--- src/rtl/bgr_startup_ctrl.sv ---
// Bandgap start-up sequencer: kicks the core via porst, waits for it to settle,
// confirms vbg through a debounced window-comparator flag, and re-kicks with a
// bounded retry budget before latching a sticky fault.
module bgr_startup_ctrl #(
  parameter int unsigned KICK_CYCLES   = 64,
  parameter int unsigned SETTLE_CYCLES = 256,
  parameter int unsigned DEBOUNCE      = 16,
  parameter int unsigned TIMEOUT       = 1024,
  parameter int unsigned MAX_RETRY     = 3,
  parameter int unsigned CNT_W         = 16
) (
  input  logic       clk,
  input  logic       rst_n,
  input  logic       en,
  input  logic       vbg_ok_async,
  input  logic       clr_fault,
  output logic       porst,
  output logic       bgr_ready,
  output logic       bgr_fault,
  output logic [1:0] retry_cnt,
  output logic [2:0] state
);

  typedef enum logic [2:0] {
    S_IDLE   = 3'd0,
    S_KICK   = 3'd1,
    S_SETTLE = 3'd2,
    S_CHECK  = 3'd3,
    S_READY  = 3'd4,
    S_FAULT  = 3'd5
  } state_e;

  // Counters start at 0 on state entry, so the last cycle of a phase is N-1.
  localparam logic [CNT_W-1:0] ONE         = CNT_W'(1);
  localparam logic [CNT_W-1:0] KICK_LAST   = CNT_W'(KICK_CYCLES - 1);
  localparam logic [CNT_W-1:0] SETTLE_LAST = CNT_W'(SETTLE_CYCLES - 1);
  localparam logic [CNT_W-1:0] DEB_LAST    = CNT_W'(DEBOUNCE - 1);
  localparam logic [CNT_W-1:0] TMO_LAST    = CNT_W'(TIMEOUT - 1);
  localparam logic [CNT_W-1:0] RETRY_MAX   = CNT_W'(MAX_RETRY);

  state_e           state_q, state_d;
  logic [CNT_W-1:0] cnt_q, cnt_d;
  logic [CNT_W-1:0] deb_q, deb_d;
  logic [CNT_W-1:0] tries_q, tries_d;
  logic [1:0]       retry_q, retry_d;
  logic             porst_q, ready_q, fault_q;
  logic             sync1_q, ok_s_q;
  logic             retry_req;

  // Two-flop synchronizer for the asynchronous comparator flag.
  always_ff @(posedge clk or negedge rst_n) begin
    if (!rst_n) begin
      sync1_q <= 1'b0;
      ok_s_q  <= 1'b0;
    end else begin
      sync1_q <= vbg_ok_async;
      ok_s_q  <= sync1_q;
    end
  end

  // Next-state, counter and retry bookkeeping.
  // tries_q counts attempts at full width so the FAULT decision stays correct
  // when MAX_RETRY exceeds what the saturating 2-bit retry_cnt can show.
  always_comb begin
    state_d   = state_q;
    cnt_d     = cnt_q + ONE;
    deb_d     = deb_q;
    tries_d   = tries_q;
    retry_d   = retry_q;
    retry_req = 1'b0;

    unique case (state_q)
      S_IDLE: begin
        cnt_d = '0;
        deb_d = '0;
        if (en) begin
          state_d = S_KICK;
          tries_d = '0;
          retry_d = '0;
        end
      end
      S_KICK: begin
        if (cnt_q == KICK_LAST) begin
          state_d = S_SETTLE;
          cnt_d   = '0;
        end
      end
      S_SETTLE: begin
        if (cnt_q == SETTLE_LAST) begin
          state_d = S_CHECK;
          cnt_d   = '0;
          deb_d   = '0;
        end
      end
      S_CHECK: begin
        deb_d = ok_s_q ? deb_q + ONE : '0;
        // A good sample completing the debounce beats a simultaneous timeout.
        if (ok_s_q && (deb_q == DEB_LAST)) begin
          state_d = S_READY;
          cnt_d   = '0;
          deb_d   = '0;
        end else if (cnt_q == TMO_LAST) begin
          retry_req = 1'b1;
        end
      end
      S_READY: begin
        cnt_d = '0;
        deb_d = ok_s_q ? '0 : deb_q + ONE;
        if (!ok_s_q && (deb_q == DEB_LAST)) retry_req = 1'b1;
      end
      S_FAULT: begin
        cnt_d = '0;
        deb_d = '0;
        if (clr_fault) state_d = S_IDLE;
      end
      default: begin
        state_d = S_IDLE;
        cnt_d   = '0;
        deb_d   = '0;
      end
    endcase

    if (retry_req) begin
      cnt_d = '0;
      deb_d = '0;
      if (tries_q < RETRY_MAX) begin
        state_d = S_KICK;
        tries_d = tries_q + ONE;
        if (retry_q != 2'd3) retry_d = retry_q + 2'd1;
      end else begin
        state_d = S_FAULT;
      end
    end

    // Dropping enable aborts any non-fault phase, including a kick in progress.
    if (!en && (state_q != S_FAULT)) begin
      state_d = S_IDLE;
      cnt_d   = '0;
      deb_d   = '0;
    end
  end

  // FSM state and registered outputs decoded from the next state.
  always_ff @(posedge clk or negedge rst_n) begin
    if (!rst_n) begin
      state_q <= S_IDLE;
      cnt_q   <= '0;
      deb_q   <= '0;
      tries_q <= '0;
      retry_q <= '0;
      porst_q <= 1'b0;
      ready_q <= 1'b0;
      fault_q <= 1'b0;
    end else begin
      state_q <= state_d;
      cnt_q   <= cnt_d;
      deb_q   <= deb_d;
      tries_q <= tries_d;
      retry_q <= retry_d;
      porst_q <= (state_d == S_KICK);
      ready_q <= (state_d == S_READY);
      fault_q <= (state_d == S_FAULT);
    end
  end

  assign porst     = porst_q;
  assign bgr_ready = ready_q;
  assign bgr_fault = fault_q;
  assign retry_cnt = retry_q;
  assign state     = state_q;

endmodule
--- config.mk ---
export PLATFORM = sky130hd
export DESIGN_NAME = bgr_startup_ctrl
export DESIGN_NICKNAME = d
export VERILOG_FILES = /design/src/rtl/bgr_startup_ctrl.sv
export SDC_FILE = /design/constraint.sdc
export NUM_CORES = 1
export LEC_CHECK = 0
export BUFFER_PORTS_ARGS = -buffer_cell sky130_fd_sc_hd__buf_4
export CELL_PAD_IN_SITES_DETAIL_PLACEMENT = 0
export CELL_PAD_IN_SITES_GLOBAL_PLACEMENT = 2
export CORE_AREA = 2 2 85 87
export DETAILED_ROUTE_END_ITERATION = 16
export DIE_AREA = 0 0 87 89
export PLACE_DENSITY_LB_ADDON = 0.3
export SETUP_SLACK_MARGIN = 0.1
export SLEW_MARGIN = 20
export SYNTH_ARGS = -nofsm -noshare
export SYNTH_HDL_FRONTEND = slang
export SYNTH_SLANG_ARGS = --single-unit
--- constraint.sdc ---
create_clock -name clk -period 6.65 [get_ports clk]
set_input_delay 1.33 -clock clk [delete_from_list [all_inputs] [get_ports clk]]
set_output_delay 1.33 -clock clk [all_outputs]
set_load 0.005 [all_outputs]
; Word level (Yosys, flattened, before mapping)
; Cells that the tools add are included.
[word_totals]
latchBits = 0
rom_bits = 0
in_bits = 5
ff_bits = 58
memories = 0
out_inout_bits = 8
ramBits = 0
elab_cells = 73
[classes]
order_cmp = 1
shifts = 0
n_mux = 35
eq_ne = 16
mul = 0
reduce_logical = 7
n_bitwise = 0
div_mod_pow = 0
add_sub_neg = 4
[op_table]
columns = op, n
row1 = $mux 16, 15
row2 = $pmux 16 s4, 1
row3 = $add 16x1->16 const B, 3
row4 = $pmux 16 s3, 1
row5 = $mux 3, 8
row6 = $pmux 3 s6, 1
row7 = $eq 16x10->1 const B, 1
row8 = $eq 16x4->1 const B, 1
row9 = $eq 16x6->1 const B, 1
row10 = $eq 16x8->1 const B, 1
row11 = $lt 16x2->1 const B, 1
row12 = $eq 3x3->1 const B, 4
row13 = $mux 2, 5
row14 = $eq 3x1->1 const B, 2
row15 = $eq 3x2->1 const B, 2
row16 = $ne 3x3->1 const B, 2
row17 = $ne 4x4->1 const B, 1
row18 = $logic_and 1x1->1, 3
row19 = $logic_not 3->1, 1
row20 = $mux 1, 3
row21 = $add 2x1->2 const B, 1
row22 = $logic_not 1->1, 2
row23 = $ne 2x2->1 const B, 1
row24 = $pmux 1 s2, 1
row25 = $reduce_and 2->1, 1

; Logic depth before layout (Yosys ltp)
; Gate-level depths: netlist of run 1.
[depth]
ltp_word = 7
mapped_depth = 8
ltp_nobuf = 7

; Worst setup path before layout of run 1
; OpenSTA, ideal clock, no wires.
[synth_path]
path_type = input -> register
from = in en
to = reg tries_q[10]
slack_ns = 4.235
t_arrival_ns = 2.283
path_buffers = 1
cell_stages = 4
required_time_ns = 6.518
setup_ns = 0.132
cell_sequence = nand2b_1 nor3_1 clkbuf_1 nor2b_1
[synth_between]
elab_chain_cells = 4
[synth_rtl]
columns = element, line_no
row1 = from (decl), 14  ; input logic en,
row2 = $mux 16 (*), 76  ; if (en) begin
row3 = $mux 16 (*), 72  ; unique case (state_q)
row4 = $mux 16, 126  ; if (tries_q < RETRY_MAX) begin
row5 = $mux 16 (*), 123  ; if (retry_req) begin
row6 = via tries_d[10], 44  ; logic [CNT_W-1:0] tries_q, tries_d;
row7 = to (signal assigned), 158  ; tries_q <= tries_d;
row8 = to (decl), 44
; The timed path passes the listed nets; every way through them passes the cells marked *.
; A chain may end at the register's enable or synchronous reset.

; Worst setup path in the final report of run 1
[layout_path]
from = reg deb_q[0]
to = reg deb_q[11]
[layout_between]
elab_chain_cells = 6
word_cells_on_any_way = 16
classes_between = add/sub: 1 / eq/ne: 3 / mux: 9 / reduce/logical: 3
[layout_rtl]
columns = element, line_no
row1 = from (decl), 43  ; logic [CNT_W-1:0] deb_q, deb_d;
row2 = from (signal assigned), 148  ; deb_q <= '0;
row3 = from (signal assigned), 157  ; deb_q <= deb_d;
row4 = $add 16x1->16 or $eq 16x4->1 (tied branches), -
row5 = "$mux 16, or another cell as far along", 96  ; deb_d = ok_s_q ? deb_q + ONE : '0;
row6 = "$mux 16, or another cell as far along", 98  ; if (ok_s_q && (deb_q == DEB_LAST)) begin
row7 = $pmux 16 s4 or $pmux 1 s2 (tied branches), 72
row8 = "$mux 16, or another cell as far along", 123
row9 = $mux 16 or $reduce_and 2->1 (tied branches), -
; Parallel ways exist; a longest one is shown, timed or not.

==> results of run 1 <==
[cells in the mapped netlist, types with 2 or more instances]
master / n
sky130_fd_sc_hd__o31ai_1: 6
sky130_fd_sc_hd__xnor2_1: 10
sky130_fd_sc_hd__xor2_1: 5
sky130_fd_sc_hd__buf_2: 2
sky130_fd_sc_hd__nor4_1: 8
sky130_fd_sc_hd__nand2_1: 11
sky130_fd_sc_hd__clkbuf_1: 6
sky130_fd_sc_hd__a21oi_1: 5
sky130_fd_sc_hd__o21ai_0: 23
sky130_fd_sc_hd__nor3_1: 5
sky130_fd_sc_hd__a221oi_2: 2
sky130_fd_sc_hd__nand4_1: 5
sky130_fd_sc_hd__nand3_1: 9
sky130_fd_sc_hd__mux2_2: 2
sky130_fd_sc_hd__and3_1: 12
sky130_fd_sc_hd__a21o_1: 2
sky130_fd_sc_hd__and4_1: 4
sky130_fd_sc_hd__ha_1: 4
sky130_fd_sc_hd__inv_1: 4
sky130_fd_sc_hd__dfrtp_1: 58
sky130_fd_sc_hd__nand2b_1: 6
sky130_fd_sc_hd__and2_1: 2
sky130_fd_sc_hd__a41oi_1: 2
sky130_fd_sc_hd__nor2_1: 32
sky130_fd_sc_hd__nor2b_1: 21
[per-stage QoR]
step                      total power, mW  hold slack, ns  setup slack (ns)  area, um2
final                               0.747           0.365              3.89       3200
after global routing                0.774           0.374              3.60       3200
after CTS                           0.756           0.364              3.86       3190
after detailed placement            0.395           0.348              3.78       2970
after global placement              0.395           0.356              3.83       2970
after floorplan                     0.379           0.331              4.24       2830
[power breakdown]
group          switching (mW)  internal (mW)
combinational          0.0199        0.00929
clock                   0.150          0.210
sequential            0.00300          0.355
[kinds of logic (layout without fill, tap and decap cells)]
group	after synthesis	after routing	synth area share
and+or+nand+nor	131	131	0.273
DFF	58	58	0.514
AOI/OAI and AO/OA	49	49	0.114
muxes	3	3	0.0115
buffers and inverters	14	33	0.0235
xor gates and xnor gates	15	15	0.0465
adders and majority gates	4	4	0.0177
[final cells by class]
| class | count | area, um2 |
|---|---|---|
| tap | 80 | 100 |
| multi-input combinational | 202 | 1320 |
| clock buffer | 9 | 124 |
| inverter | 4 | 15.0 |
| clock inverter | 7 | 93.8 |
| sequential | 58 | 1450 |
| timing repair buffer | 13 | 97.6 |
| fill | 623 | 3520 |
[final timing paths]
| check | end | slack (ns) | depth (start not counted) |
|---|---|---|---|
| setup / recovery | deb_q[11]$_DFFE_PN0P_ | 3.89 | 7 |
| hold / removal | ok_s_q$_DFF_PN0_ | 0.36 | 0 |
| setup reg to reg | deb_q[11]$_DFFE_PN0P_ | 3.89 | 7 |
| hold reg to reg | ok_s_q$_DFF_PN0_ | 0.36 | 0 |
| max in group asynchronous | cnt_q[8]$_DFF_PN0_ | 5.13 | 1 |
| min in group asynchronous | tries_q[10]$_DFF_PN0_ | 1.03 | 1 |
[routing by layer]
| layer | share of wire | global-route usage |
|---|---|---|
| met5 | 0 | 0 |
| met4 | 0.019 | 0.0866 |
| met3 | 0.046 | 0.0517 |
| met2 | 0.42 | 0.220 |
| met1 | 0.52 | 0.227 |
[flip-flops by register name, indices dropped and copies added, names as in the netlist]
name,flops
cnt_q,16
bgr_fault,1
sync1_q,1
bgr_ready,1
deb_q,16
porst,1
state,3
ok_s_q,1
tries_q,16
retry_cnt,2
==> report_table.html, run 1 <==
<table>
<tr><th>Metric</th><th>Value</th></tr>
<tr><th colspan="2">Routing</th></tr>
<tr><td>Wirelength, routed</td><td>5390 um</td></tr>
<tr><td>Overall via count from detail_route</td><td>1993</td></tr>
<tr><td>DRT antenna net count</td><td>0</td></tr>
<tr><td>Post-detailed-route via-to-cell ratio</td><td>5.34</td></tr>
<tr><td>Post-route DRC</td><td>0</td></tr>
<tr><td>Average routed wire per standard cell</td><td>14.5 um</td></tr>
<tr><td>Iter 0 DRT Violations</td><td>80</td></tr>
<tr><td>Number of iterations in the first detailed-routing pass</td><td>4</td></tr>
<tr><th colspan="2">Final layout</th></tr>
<tr><td>Leading cell types in the layout, fill and taps excluded</td><td>sky130_fd_sc_hd__dfrtp_1, sky130_fd_sc_hd__nor2_1, sky130_fd_sc_hd__o21ai_0</td></tr>
<tr><td>Number of antenna diodes</td><td>0</td></tr>
<tr><td>Finished Core Util</td><td>0.477</td></tr>
<tr><td>Fin cells</td><td>373</td></tr>
<tr><td>Share of cells above drive strength 1</td><td>0.157</td></tr>
<tr><td>Signed area change from the synthesized netlist to the final layout</td><td>13.3%</td></tr>
<tr><td>Number of nets at the end of the flow</td><td>297</td></tr>
<tr><td>Most common cell after layout, fill and taps aside</td><td>sky130_fd_sc_hd__dfrtp_1</td></tr>
<tr><th colspan="2">Worst setup path</th></tr>
<tr><td>Delay-heaviest family, CP</td><td>compound AO/OA/AOI/OAI gates</td></tr>
<tr><td>Critical path launch point type</td><td>register</td></tr>
<tr><td>Max Fanout on Critical Path</td><td>16</td></tr>
<tr><td>Crit-path cells</td><td>ha_1 &gt; and3_1 &gt; nand4_1 &gt; or2_4 &gt; a221oi_2 &gt; o21ai_0 &gt; o31ai_1</td></tr>
<tr><td>Critical path launch point</td><td>deb_q[0]$_DFFE_PN0P_</td></tr>
<tr><td>Reg-to-Reg Start</td><td>deb_q[0]$_DFFE_PN0P_</td></tr>
<tr><td>Classification of the worst setup path</td><td>reg -&gt; reg</td></tr>
<tr><td>Required time of the worst setup path</td><td>6.89 ns</td></tr>
<tr><td>Worst path slowest cell</td><td>sky130_fd_sc_hd__a221oi_2</td></tr>
<tr><td>Arrival time of the worst setup path</td><td>3.00 ns</td></tr>
<tr><td>Worst path bufs/invs</td><td>0</td></tr>
<tr><td>Critical Path End Type</td><td>register</td></tr>
<tr><td>Biggest cell delay along the critical path</td><td>0.90 ns</td></tr>
<tr><th colspan="2">Clock tree</th></tr>
<tr><td>CTS Root Buffer Type</td><td>sky130_fd_sc_hd__clkbuf_8</td></tr>
<tr><td>Sinks on the clock net</td><td>58</td></tr>
<tr><td>Resized cells post-CTS</td><td>0</td></tr>
<tr><td>Hold buffer count at cts</td><td>0</td></tr>
<tr><td>CTS tree</td><td>built</td></tr>
<tr><td>Clock slew seen by the registers of the worst setup and hold paths</td><td>0.07 ns</td></tr>
<tr><td>Source-to-sink clock delay at the later pin of the worst-skew pair</td><td>0.34 ns</td></tr>
<tr><td>Clock tree buffer depth</td><td>2</td></tr>
<tr><td>Clock buffers created by TritonCTS</td><td>9</td></tr>
<tr><td>H-tree depth reported by CTS</td><td>3</td></tr>
<tr><td>Post CTS Setup Buffer Count</td><td>0</td></tr>
<tr><th colspan="2">Synthesis</th></tr>
<tr><td>Syn Inst Count</td><td>274</td></tr>
<tr><td>Fraction of registers with async set or reset after synthesis</td><td>1.00</td></tr>
<tr><td>Primary flip-flop cell chosen by synthesis mapping</td><td>sky130_fd_sc_hd__dfrtp_1</td></tr>
<tr><td>Number of distinct standard cells referenced by the synthesized netlist</td><td>53</td></tr>
<tr><td>Sequential fraction of the synthesis area</td><td>0.514</td></tr>
<tr><td>Syn Area/Cell</td><td>10.3 um2</td></tr>
<tr><td>Area fraction of the dominant cell type after synthesis</td><td>0.514</td></tr>
<tr><td>Count of flip-flops with a built-in enable after synthesis</td><td>0</td></tr>
<tr><td>Netlist Area Pre-Place</td><td>2830 um2</td></tr>
<tr><td>Ranking of synthesized cells by area</td><td>sky130_fd_sc_hd__dfrtp_1, sky130_fd_sc_hd__nor2b_1, sky130_fd_sc_hd__nor2_1</td></tr>
<tr><td>Register bit count reported by yosys</td><td>58</td></tr>
<tr><td>Net count after synthesis</td><td>283</td></tr>
<tr><td>Cell taking the most area after synthesis</td><td>sky130_fd_sc_hd__dfrtp_1</td></tr>
<tr><td>Synth Warn #</td><td>0</td></tr>
<tr><th colspan="2">GRT</th></tr>
<tr><td>Number of antenna violations at the first check in global routing</td><td>0</td></tr>
<tr><td>Total routing usage reported by global routing</td><td>0.162</td></tr>
<tr><td>Largest net degree at the start of global routing</td><td>59</td></tr>
<tr><td>Remaining Overflow, GRT</td><td>0</td></tr>
<tr><td>Global-route wire length before repair</td><td>9640 um</td></tr>
<tr><td>Number of global-route vias before repair</td><td>2008</td></tr>
<tr><th colspan="2">Timing</th></tr>
<tr><td>Worst clock skew</td><td>0.00670 ns</td></tr>
<tr><td>Slew at the pin with the worst max-slew slack</td><td>1.07 ns</td></tr>
<tr><td>Setup repair after global routing missed its margin</td><td>false</td></tr>
<tr><td>Finish-stage setup viols</td><td>0</td></tr>
<tr><td>Setup TNS after final layout</td><td>0 ns</td></tr>
<tr><td>Min cycle time layout</td><td>2.76 ns</td></tr>
<tr><td>Fin. Hold Viols</td><td>0</td></tr>
<tr><td>Pins over their slew limit</td><td>0</td></tr>
<tr><td>Achievable clock frequency</td><td>363 MHz</td></tr>
<tr><td>Fin crit share</td><td>0.414</td></tr>
<tr><td>Max-Slew Margin vs Limit</td><td>0.287</td></tr>
<tr><th colspan="2">Die</th></tr>
<tr><td>Standard cell core area</td><td>6720 um2</td></tr>
<tr><td>Chip Height</td><td>89 um</td></tr>
<tr><td>Initial standard-cell utilization of the core</td><td>0.421</td></tr>
<tr><td>Die outline width</td><td>87 um</td></tr>
<tr><td>Site row count</td><td>30</td></tr>
<tr><td>Die area</td><td>7740 um2</td></tr>
<tr><td>Total I/O pin count</td><td>13</td></tr>
<tr><th colspan="2">Power and ir drop</th></tr>
<tr><td>VDD IR max</td><td>96.9 uV</td></tr>
<tr><td>Power per standard cell area</td><td>233 nW/um2</td></tr>
<tr><td>Leak Pwr</td><td>1.43 nW</td></tr>
<tr><th colspan="2">Placement</th></tr>
<tr><td>Port bufs</td><td>12</td></tr>
<tr><td>HPWL reported at the end of detailed placement</td><td>3530 um</td></tr>
<tr><td>Cell count after placement</td><td>357</td></tr>
<tr><td>Final GP Congestion</td><td>0.708</td></tr>
<tr><th colspan="2">Status</th></tr>
<tr><td>Status</td><td>complete, no violations</td></tr>
<tr><th colspan="2">Min path</th></tr>
<tr><td>Source of the worst hold timing path</td><td>sync1_q$_DFF_PN0_</td></tr>
<tr><td>Worst hold-check path type</td><td>reg -&gt; reg</td></tr>
<tr><th colspan="2">Run</th></tr>
<tr><td>Max-Cap Viols</td><td>0</td></tr>
</table>
Note: power is estimated with default switching activity, not from simulation.
==> run 2: changes to the inputs <==
--- a/config.mk
+++ b/config.mk
@@ -5,12 +5,13 @@
 export SDC_FILE = /design/constraint.sdc
 export NUM_CORES = 1
 export LEC_CHECK = 0
+export ABC_AREA = 1
 export BUFFER_PORTS_ARGS = -buffer_cell sky130_fd_sc_hd__buf_4
 export CELL_PAD_IN_SITES_DETAIL_PLACEMENT = 0
 export CELL_PAD_IN_SITES_GLOBAL_PLACEMENT = 2
-export CORE_AREA = 2 2 85 87
+export CORE_AREA = 2 2 103 105
 export DETAILED_ROUTE_END_ITERATION = 16
-export DIE_AREA = 0 0 87 89
+export DIE_AREA = 0 0 105 107
 export PLACE_DENSITY_LB_ADDON = 0.3
 export SETUP_SLACK_MARGIN = 0.1
 export SLEW_MARGIN = 20
==> constraint.sdc (replaced) <==
create_clock -name clk -period 2.35 [get_ports clk]
set_input_delay 0.47 -clock clk [delete_from_list [all_inputs] [get_ports clk]]
set_output_delay 0.47 -clock clk [all_outputs]
set_load 0.005 [all_outputs]
==> run 2 against run 1 <==
Net effect:
- area after synthesis rose by 16%
- cell count rose by 64%
- worst hold slack got worse by 0.19 ns
- die area rose by 45%
- global-route usage rose by 0.091 points
==> report_table.html, run 2 <==
<table>
<tr><th>Metric</th><th>Value</th></tr>
<tr><th colspan="2">Clock tree</th></tr>
<tr><td>CTS tree</td><td>built</td></tr>
<tr><td>Clock buffers created by TritonCTS</td><td>9</td></tr>
<tr><td>Hold buffer count at cts</td><td>0</td></tr>
<tr><td>Clock slew seen by the registers of the worst setup and hold paths</td><td>0.07 ns</td></tr>
<tr><td>CTS Root Buffer Type</td><td>sky130_fd_sc_hd__clkbuf_8</td></tr>
<tr><td>Clock tree buffer depth</td><td>2</td></tr>
<tr><td>Source-to-sink clock delay at the later pin of the worst-skew pair</td><td>0.35 ns</td></tr>
<tr><td>H-tree depth reported by CTS</td><td>3</td></tr>
<tr><td>Sinks on the clock net</td><td>58</td></tr>
<tr><th colspan="2">Power and ir drop</th></tr>
<tr><td>VDD IR max</td><td>260 uV</td></tr>
<tr><td>Leak Pwr</td><td>1.87 nW</td></tr>
<tr><td>Total power</td><td>2.27 mW</td></tr>
<tr><td>Power per standard cell area</td><td>592 nW/um2</td></tr>
<tr><th colspan="2">GRT</th></tr>
<tr><td>Largest net degree at the start of global routing</td><td>59</td></tr>
<tr><td>Number of global-route vias before repair</td><td>2902</td></tr>
<tr><td>Remaining Overflow, GRT</td><td>0</td></tr>
<tr><td>Number of antenna violations at the first check in global routing</td><td>0</td></tr>
<tr><td>Total routing usage reported by global routing</td><td>0.162</td></tr>
<tr><td>Global-route wire length before repair</td><td>14000 um</td></tr>
<tr><th colspan="2">Final layout</th></tr>
<tr><td>Most common cell after layout, fill and taps aside</td><td>sky130_fd_sc_hd__nand2_1</td></tr>
<tr><td>Leading cell types in the layout, fill and taps excluded</td><td>sky130_fd_sc_hd__nand2_1, sky130_fd_sc_hd__nor2_1, sky130_fd_sc_hd__inv_1, sky130_fd_sc_hd__nand3_1, sky130_fd_sc_hd__dfrtp_1</td></tr>
<tr><td>Area taken by flip-flops and latches</td><td>1450 um2</td></tr>
<tr><td>Design area</td><td>3830 um2</td></tr>
<tr><td>Top flop regs</td><td>cnt_q x16, deb_q x16, tries_q x16</td></tr>
<tr><td>Fin cells</td><td>610</td></tr>
<tr><td>Signed area change from the synthesized netlist to the final layout</td><td>16.8%</td></tr>
<tr><td>Combined area of the multi-input logic cells</td><td>1550 um2</td></tr>
<tr><td>Number of antenna diodes</td><td>0</td></tr>
<tr><td>Share of cells above drive strength 1</td><td>0.114</td></tr>
<tr><td>Number of nets at the end of the flow</td><td>478</td></tr>
<tr><td>Filler cells</td><td>1117</td></tr>
<tr><th colspan="2">Synthesis</th></tr>
<tr><td>Post-synth top cells</td><td>sky130_fd_sc_hd__nand2_1, sky130_fd_sc_hd__nor2_1, sky130_fd_sc_hd__nand3_1</td></tr>
<tr><td>Most numerous cell in the Yosys netlist</td><td>sky130_fd_sc_hd__nand2_1</td></tr>
<tr><td>Primary flip-flop cell chosen by synthesis mapping</td><td>sky130_fd_sc_hd__dfrtp_1</td></tr>
<tr><td>Syn Inst Count</td><td>444</td></tr>
<tr><td>Cell taking the most area after synthesis</td><td>sky130_fd_sc_hd__dfrtp_1</td></tr>
<tr><td>Syn Area/Cell</td><td>7.38 um2</td></tr>
<tr><td>Number of distinct standard cells referenced by the synthesized netlist</td><td>25</td></tr>
<tr><td>Register bit count reported by yosys</td><td>58</td></tr>
<tr><td>Count of flip-flops with a built-in enable after synthesis</td><td>0</td></tr>
<tr><td>Area fraction of the dominant cell type after synthesis</td><td>0.443</td></tr>
<tr><td>Net count after synthesis</td><td>453</td></tr>
<tr><td>Sequential fraction of the synthesis area</td><td>0.443</td></tr>
<tr><td>Netlist Area Pre-Place</td><td>3280 um2</td></tr>
<tr><td>Ranking of synthesized cells by area</td><td>sky130_fd_sc_hd__dfrtp_1, sky130_fd_sc_hd__nand2_1, sky130_fd_sc_hd__nand3_1</td></tr>
<tr><td>Fraction of registers with async set or reset after synthesis</td><td>1.00</td></tr>
<tr><td>Synth Warn #</td><td>0</td></tr>
<tr><th colspan="2">Worst setup path</th></tr>
<tr><td>Capturing point of the worst reg2reg path</td><td>cnt_q[5]$_DFF_PN0_</td></tr>
<tr><td>Crit-path cells</td><td>ha_2 &gt; nand3_2 &gt; nor2_4 &gt; nand3_4 &gt; nand3_2 &gt; nand2_2 &gt; nor2_4 &gt; nand2_1 &gt; buf_4 &gt; nor3_1</td></tr>
<tr><td>Reg2reg path depth</td><td>10</td></tr>
<tr><td>Reg-to-Reg Start</td><td>deb_q[0]$_DFFE_PN0P_</td></tr>
<tr><td>Critical Path End Type</td><td>register</td></tr>
<tr><td>Critical path launch point</td><td>deb_q[0]$_DFFE_PN0P_</td></tr>
<tr><td>Arrival time of the worst setup path</td><td>2.30 ns</td></tr>
<tr><td>Setup slack of the most critical reg-to-reg path</td><td>0.30 ns</td></tr>
<tr><td>Classification of the worst setup path</td><td>reg -&gt; reg</td></tr>
<tr><td>Critical path launch point type</td><td>register</td></tr>
<tr><td>Worst path slowest cell</td><td>sky130_fd_sc_hd__dfrtp_1</td></tr>
<tr><td>Required time of the worst setup path</td><td>2.61 ns</td></tr>
<tr><td>Max Fanout on Critical Path</td><td>8</td></tr>
<tr><td>Biggest cell delay along the critical path</td><td>0.42 ns</td></tr>
<tr><th colspan="2">Timing</th></tr>
<tr><td>Setup TNS after final layout</td><td>0 ns</td></tr>
<tr><td>Fin. Hold Viols</td><td>0</td></tr>
<tr><td>Min cycle time layout</td><td>2.05 ns</td></tr>
<tr><td>Worst clock skew</td><td>0.00943 ns</td></tr>
<tr><td>Slew at the pin with the worst max-slew slack</td><td>0.759 ns</td></tr>
<tr><td>Max-Slew Margin vs Limit</td><td>0.494</td></tr>
<tr><td>Fin crit share</td><td>0.872</td></tr>
<tr><td>Setup repair after global routing missed its margin</td><td>false</td></tr>
<tr><td>Finish-stage setup viols</td><td>0</td></tr>
<tr><td>Pins over their slew limit</td><td>0</td></tr>
<tr><td>Achievable clock frequency</td><td>488 MHz</td></tr>
<tr><th colspan="2">Routing</th></tr>
<tr><td>Post-route DRC</td><td>0</td></tr>
<tr><td>Routed met1 length</td><td>3920 um</td></tr>
<tr><td>Post-detailed-route via-to-cell ratio</td><td>4.79</td></tr>
<tr><td>Overall via count from detail_route</td><td>2919</td></tr>
<tr><td>DRT antenna net count</td><td>0</td></tr>
<tr><td>Iter 0 DRT Violations</td><td>108</td></tr>
<tr><td>Wirelength, routed</td><td>8310 um</td></tr>
<tr><td>Length of routed met2 wiring</td><td>3890 um</td></tr>
<tr><td>Average routed wire per standard cell</td><td>13.6 um</td></tr>
<tr><td>Total length of routed met3 wires</td><td>279 um</td></tr>
<tr><td>Number of iterations in the first detailed-routing pass</td><td>4</td></tr>
<tr><td>Max Used Layer</td><td>met4</td></tr>
<tr><th colspan="2">Placement</th></tr>
<tr><td>Final GP Congestion</td><td>0.771</td></tr>
<tr><td>HPWL reported at the end of detailed placement</td><td>5950 um</td></tr>
<tr><td>Cell count after placement</td><td>594</td></tr>
<tr><td>Instance area at placement</td><td>3580 um2</td></tr>
<tr><td>Port bufs</td><td>12</td></tr>
<tr><th colspan="2">Die</th></tr>
<tr><td>Die outline width</td><td>105 um</td></tr>
<tr><td>Site row count</td><td>37</td></tr>
<tr><td>Chip Height</td><td>107 um</td></tr>
<tr><td>Initial standard-cell utilization of the core</td><td>0.325</td></tr>
<tr><td>Total I/O pin count</td><td>13</td></tr>
<tr><td>Standard cell core area</td><td>10100 um2</td></tr>
<tr><td>Die area</td><td>11200 um2</td></tr>
<tr><th colspan="2">Min path</th></tr>
<tr><td>Worst hold-check path type</td><td>in -&gt; async</td></tr>
<tr><th colspan="2">Run</th></tr>
<tr><td>Max-Cap Viols</td><td>0</td></tr>
<tr><th colspan="2">Status</th></tr>
<tr><td>Status</td><td>complete, no violations</td></tr>
</table>
run 2: cells by family (layout without fill, tap and decap cells):
group | count (synthesis) | count (layout) | share of synthesized area
xor gates and xnor gates | 11 | 11 | 0.0294
buffers and inverters | 73 | 103 | 0.0905
AOI/OAI and AO/OA | 24 | 24 | 0.0378
DFF | 58 | 58 | 0.443
and+or+nand+nor | 274 | 274 | 0.384
adders and majority gates | 4 | 4 | 0.0153
run 2: worst max path at each step:
stage / to / depth (start not counted)
2_1_floorplan: cnt_q[12]$_DFF_PN0_ / 9
3_3_place_gp: cnt_q[5]$_DFF_PN0_ / 10
3_5_place_dp: cnt_q[5]$_DFF_PN0_ / 10
4_1_cts: cnt_q[5]$_DFF_PN0_ / 10
5_1_grt: cnt_q[5]$_DFF_PN0_ / 10
6_report: cnt_q[5]$_DFF_PN0_ / 10
run 2: through the flow:
| step | hold WS, ns | setup slack, ns | util |
|---|---|---|---|
| 6_report | 0.174 | 0.302 | 0.379 |
| 5_1_grt | 0.211 | 0.123 | 0.379 |
| 4_1_cts | 0.217 | 0.245 | 0.378 |
| 3_5_place_dp | 0.343 | 0.275 | 0.354 |
| 3_3_place_gp | 0.342 | 0.373 | 0.354 |
| 2_1_floorplan | 0.174 | 0.656 | - |
run 2: report_power, final:
part	internal, mW	leakage, nW	switching [mW]
logic	0.0302	0.948	0.0819
registers	1.00	0.803	0.00745
clock network	0.704	0.120	0.439
run 2: final cells by class:
type / count / area share
clock buffers: 9 / 0.0324
clock inverters: 7 / 0.0304
inverters: 62 / 0.0608
multi-input cells: 313 / 0.404
flip-flops and latches: 58 / 0.379
well taps: 136 / 0.0445
repair buffers: 25 / 0.0490
run 2: metal layers:
metal  up-vias  GRT usage
met5         -          0
met4         0     0.0848
met3        19     0.0371
met2        47      0.267
met1      1359      0.199
li1       1494          -
run 2: what timing repair did:
| item | 4_1_cts | 5_1_grt |
|---|---|---|
| setup buffers | 0 | 0 |
| endpoints found under the setup margin | 0 | 3 |
| resized for setup | 0 | 3 |
run 2: worst max-delay path, delay by kind of cell (launching register included):
kind | cells | cell delay (ns)
and+or+nand+nor | 8 | 1.08
DFF | 1 | 0.42
adders and majority gates | 1 | 0.27
buffers and inverters | 1 | 0.18
==> run 3: changes to the inputs <==
--- a/config.mk
+++ b/config.mk
@@ -7,12 +7,14 @@
 export LEC_CHECK = 0
 export ABC_AREA = 1
 export BUFFER_PORTS_ARGS = -buffer_cell sky130_fd_sc_hd__buf_4
+export CAP_MARGIN = 20
 export CELL_PAD_IN_SITES_DETAIL_PLACEMENT = 0
 export CELL_PAD_IN_SITES_GLOBAL_PLACEMENT = 2
 export CORE_AREA = 2 2 103 105
 export DETAILED_ROUTE_END_ITERATION = 16
 export DIE_AREA = 0 0 105 107
-export PLACE_DENSITY_LB_ADDON = 0.3
+export PLACE_DENSITY_LB_ADDON = 0.1
+export REMOVE_ABC_BUFFERS = 1
 export SETUP_SLACK_MARGIN = 0.1
 export SLEW_MARGIN = 20
 export SYNTH_ARGS = -nofsm -noshare
==> run 3 against run 2 <==
Net effect:
- clock power shrank 16%
- register-to-register slack gained 0.02 ns
- routed wire length increased by 4.2%
- power fell by 8.2%
- clock-buffer cell count increased by 3
- non-clock buffer count is 1 higher
- worst setup slack better by 0.019 ns
- utilization down 0.27 points
==> report_table.html, run 3 (synthesized netlist as in run 2, its figures left out) <==
<table>
<tr><th>Metric</th><th>Value</th></tr>
<tr><th colspan="2">Routing</th></tr>
<tr><td>Wirelength, routed</td><td>8660 um</td></tr>
<tr><td>Post-route DRC</td><td>0</td></tr>
<tr><td>DRT antenna net count</td><td>0</td></tr>
<tr><td>Iter 0 DRT Violations</td><td>145</td></tr>
<tr><td>Overall via count from detail_route</td><td>2933</td></tr>
<tr><td>Number of iterations in the first detailed-routing pass</td><td>4</td></tr>
<tr><td>Post-detailed-route via-to-cell ratio</td><td>4.80</td></tr>
<tr><td>Average routed wire per standard cell</td><td>14.2 um</td></tr>
<tr><th colspan="2">Clock tree</th></tr>
<tr><td>CTS tree</td><td>built</td></tr>
<tr><td>Clock slew seen by the registers of the worst setup and hold paths</td><td>0.07 ns</td></tr>
<tr><td>Sinks on the clock net</td><td>58</td></tr>
<tr><td>H-tree depth reported by CTS</td><td>3</td></tr>
<tr><td>Source-to-sink clock delay at the later pin of the worst-skew pair</td><td>0.34 ns</td></tr>
<tr><td>Clock buffers created by TritonCTS</td><td>9</td></tr>
<tr><td>Post CTS Setup Buffer Count</td><td>0</td></tr>
<tr><td>CTS Root Buffer Type</td><td>sky130_fd_sc_hd__clkbuf_8</td></tr>
<tr><td>Clock tree buffer depth</td><td>2</td></tr>
<tr><th colspan="2">Worst setup path</th></tr>
<tr><td>Worst path slowest cell</td><td>sky130_fd_sc_hd__dfrtp_1</td></tr>
<tr><td>Setup slack of the most critical reg-to-reg path</td><td>0.32 ns</td></tr>
<tr><td>Critical path launch point</td><td>deb_q[0]$_DFFE_PN0P_</td></tr>
<tr><td>Biggest cell delay along the critical path</td><td>0.42 ns</td></tr>
<tr><td>Required time of the worst setup path</td><td>2.62 ns</td></tr>
<tr><td>Max Fanout on Critical Path</td><td>12</td></tr>
<tr><td>Arrival time of the worst setup path</td><td>2.29 ns</td></tr>
<tr><td>Capturing point of the worst reg2reg path</td><td>cnt_q[5]$_DFF_PN0_</td></tr>
<tr><td>Critical path launch point type</td><td>register</td></tr>
<tr><td>Crit-path cells</td><td>ha_2 &gt; nand3_2 &gt; nor2_4 &gt; nand3_4 &gt; nand3_2 &gt; nand2_2 &gt; nor2_4 &gt; nand2_1 &gt; buf_4 &gt; nor3_1</td></tr>
<tr><td>Reg2reg path depth</td><td>10</td></tr>
<tr><td>Classification of the worst setup path</td><td>reg -&gt; reg</td></tr>
<tr><td>Critical Path End Type</td><td>register</td></tr>
<tr><td>Critical path destination</td><td>cnt_q[5]$_DFF_PN0_</td></tr>
<tr><td>Reg-to-Reg Start</td><td>deb_q[0]$_DFFE_PN0P_</td></tr>
<tr><th colspan="2">Run</th></tr>
<tr><td>Max-Cap Viols</td><td>0</td></tr>
<tr><th colspan="2">Placement</th></tr>
<tr><td>HPWL reported at the end of detailed placement</td><td>6370 um</td></tr>
<tr><td>Port bufs</td><td>12</td></tr>
<tr><td>Final GP Congestion</td><td>0.814</td></tr>
<tr><th colspan="2">Final layout</th></tr>
<tr><td>Top flop regs</td><td>cnt_q x16, deb_q x16, tries_q x16</td></tr>
<tr><td>Leading cell types in the layout, fill and taps excluded</td><td>sky130_fd_sc_hd__nand2_1, sky130_fd_sc_hd__nor2_1, sky130_fd_sc_hd__inv_1, sky130_fd_sc_hd__nand3_1, sky130_fd_sc_hd__dfrtp_1</td></tr>
<tr><td>Filler cells</td><td>1130</td></tr>
<tr><td>Number of antenna diodes</td><td>0</td></tr>
<tr><td>Signed area change from the synthesized netlist to the final layout</td><td>15.9%</td></tr>
<tr><td>Area taken by flip-flops and latches</td><td>1450 um2</td></tr>
<tr><td>Number of nets at the end of the flow</td><td>479</td></tr>
<tr><td>Most common cell after layout, fill and taps aside</td><td>sky130_fd_sc_hd__nand2_1</td></tr>
<tr><td>Share of cells above drive strength 1</td><td>0.114</td></tr>
<tr><td>Combined area of the multi-input logic cells</td><td>1550 um2</td></tr>
<tr><th colspan="2">GRT</th></tr>
<tr><td>Largest net degree at the start of global routing</td><td>59</td></tr>
<tr><td>Total routing usage reported by global routing</td><td>0.166</td></tr>
<tr><td>Global-route wire length before repair</td><td>14500 um</td></tr>
<tr><td>Met3 global-route usage</td><td>0.0347</td></tr>
<tr><td>Remaining Overflow, GRT</td><td>0</td></tr>
<tr><td>Met2 Usage GRT</td><td>0.260</td></tr>
<tr><td>Most used routing layer</td><td>met2</td></tr>
<tr><td>Number of antenna violations at the first check in global routing</td><td>0</td></tr>
<tr><td>M1 GR Usage</td><td>0.232</td></tr>
<tr><td>Number of global-route vias before repair</td><td>2860</td></tr>
<tr><th colspan="2">Die</th></tr>
<tr><td>Die area</td><td>11200 um2</td></tr>
<tr><td>Chip Height</td><td>107 um</td></tr>
<tr><td>Total I/O pin count</td><td>13</td></tr>
<tr><td>Standard cell core area</td><td>10100 um2</td></tr>
<tr><td>Site row count</td><td>37</td></tr>
<tr><td>Die outline width</td><td>105 um</td></tr>
<tr><td>Initial standard-cell utilization of the core</td><td>0.325</td></tr>
<tr><th colspan="2">Status</th></tr>
<tr><td>Status</td><td>complete, no violations</td></tr>
<tr><th colspan="2">Timing</th></tr>
<tr><td>Setup repair after global routing missed its margin</td><td>true</td></tr>
<tr><td>Final Hold Slack</td><td>0.198 ns</td></tr>
<tr><td>Slew at the pin with the worst max-slew slack</td><td>0.746 ns</td></tr>
<tr><td>Fin. Hold Viols</td><td>0</td></tr>
<tr><td>Fin crit share</td><td>0.863</td></tr>
<tr><td>Max-Slew Margin vs Limit</td><td>0.503</td></tr>
<tr><td>Pins over their slew limit</td><td>0</td></tr>
<tr><td>Setup TNS after final layout</td><td>0 ns</td></tr>
<tr><td>Worst clock skew</td><td>0.0122 ns</td></tr>
<tr><td>Finish-stage setup viols</td><td>0</td></tr>
<tr><td>Min cycle time layout</td><td>2.03 ns</td></tr>
<tr><td>Achievable clock frequency</td><td>493 MHz</td></tr>
<tr><th colspan="2">Power and ir drop</th></tr>
<tr><td>Power per standard cell area</td><td>548 nW/um2</td></tr>
<tr><td>VDD IR max</td><td>267 uV</td></tr>
<tr><td>Leak Pwr</td><td>1.86 nW</td></tr>
<tr><th colspan="2">Min path</th></tr>
<tr><td>Worst hold-check path type</td><td>in -&gt; async</td></tr>
</table>
[run 3: final cells by class]
type / instances / share of cell area
inverters: 62 / 0.0612
multi-input cells: 313 / 0.407
clock buffers: 12 / 0.0408
repair buffers: 26 / 0.0514
well taps: 136 / 0.0448
flip-flops and latches: 58 / 0.382
clock inverters: 4 / 0.0132
[run 3: metrics by stage]
step | instances | cell area (um2) | total power [mW] | setup WS, ns | utilization
floorplan | 433 | 3210 | 1.08 | 0.269 | -
global placement | 595 | 3580 | 1.14 | 0.205 | 0.355
detailed placement | 595 | 3580 | 1.14 | 0.166 | 0.355
CTS | 611 | 3790 | 2.11 | 0.169 | 0.376
global route | 611 | 3800 | 2.19 | 0.101 | 0.377
finish | 611 | 3800 | 2.08 | 0.321 | 0.377
[run 3: repair_timing]
action / 4_1_cts / 5_1_grt
setup endpoints to repair: 0 / 8
hold buffers: 0 / 0
resized for setup: 0 / 3
[run 3: power breakdown]
group	internal [mW]	total (mW)	leakage, nW	switching (mW)
Clock	0.546	0.960	0.0986	0.414
Combinational	0.0267	0.109	0.956	0.0826
Sequential	1.01	1.01	0.803	0.00712
[run 3: metal layers]
layer	share of wire	wire length, um
met4	0.0094	81
met5	0	0
met1	0.50	4330
met3	0.035	307
met2	0.45	3940
[run 3: how the worst min path moves through the flow]
stage	from	end	slack (ns)	cells after the start
3_5_place_dp	sync1_q$_DFF_PN0_	ok_s_q$_DFF_PN0_	0.35	0
5_1_grt	vbg_ok_async	sync1_q$_DFF_PN0_	0.21	1
4_1_cts	vbg_ok_async	sync1_q$_DFF_PN0_	0.22	1
6_report	rst_n	tries_q[13]$_DFF_PN0_	0.20	1
2_1_floorplan	rst_n	bgr_fault$_DFF_PN0_	0.17	0
3_3_place_gp	sync1_q$_DFF_PN0_	ok_s_q$_DFF_PN0_	0.33	0
[run 3: worst max-delay path: cells and delay by family (launching register included)]
family,cells,cell delay (ns)
AND/OR/NAND/NOR,8,1.07
flip-flops,1,0.42
buffers and inverters,1,0.20
adder cells (fa/ha/maj),1,0.26
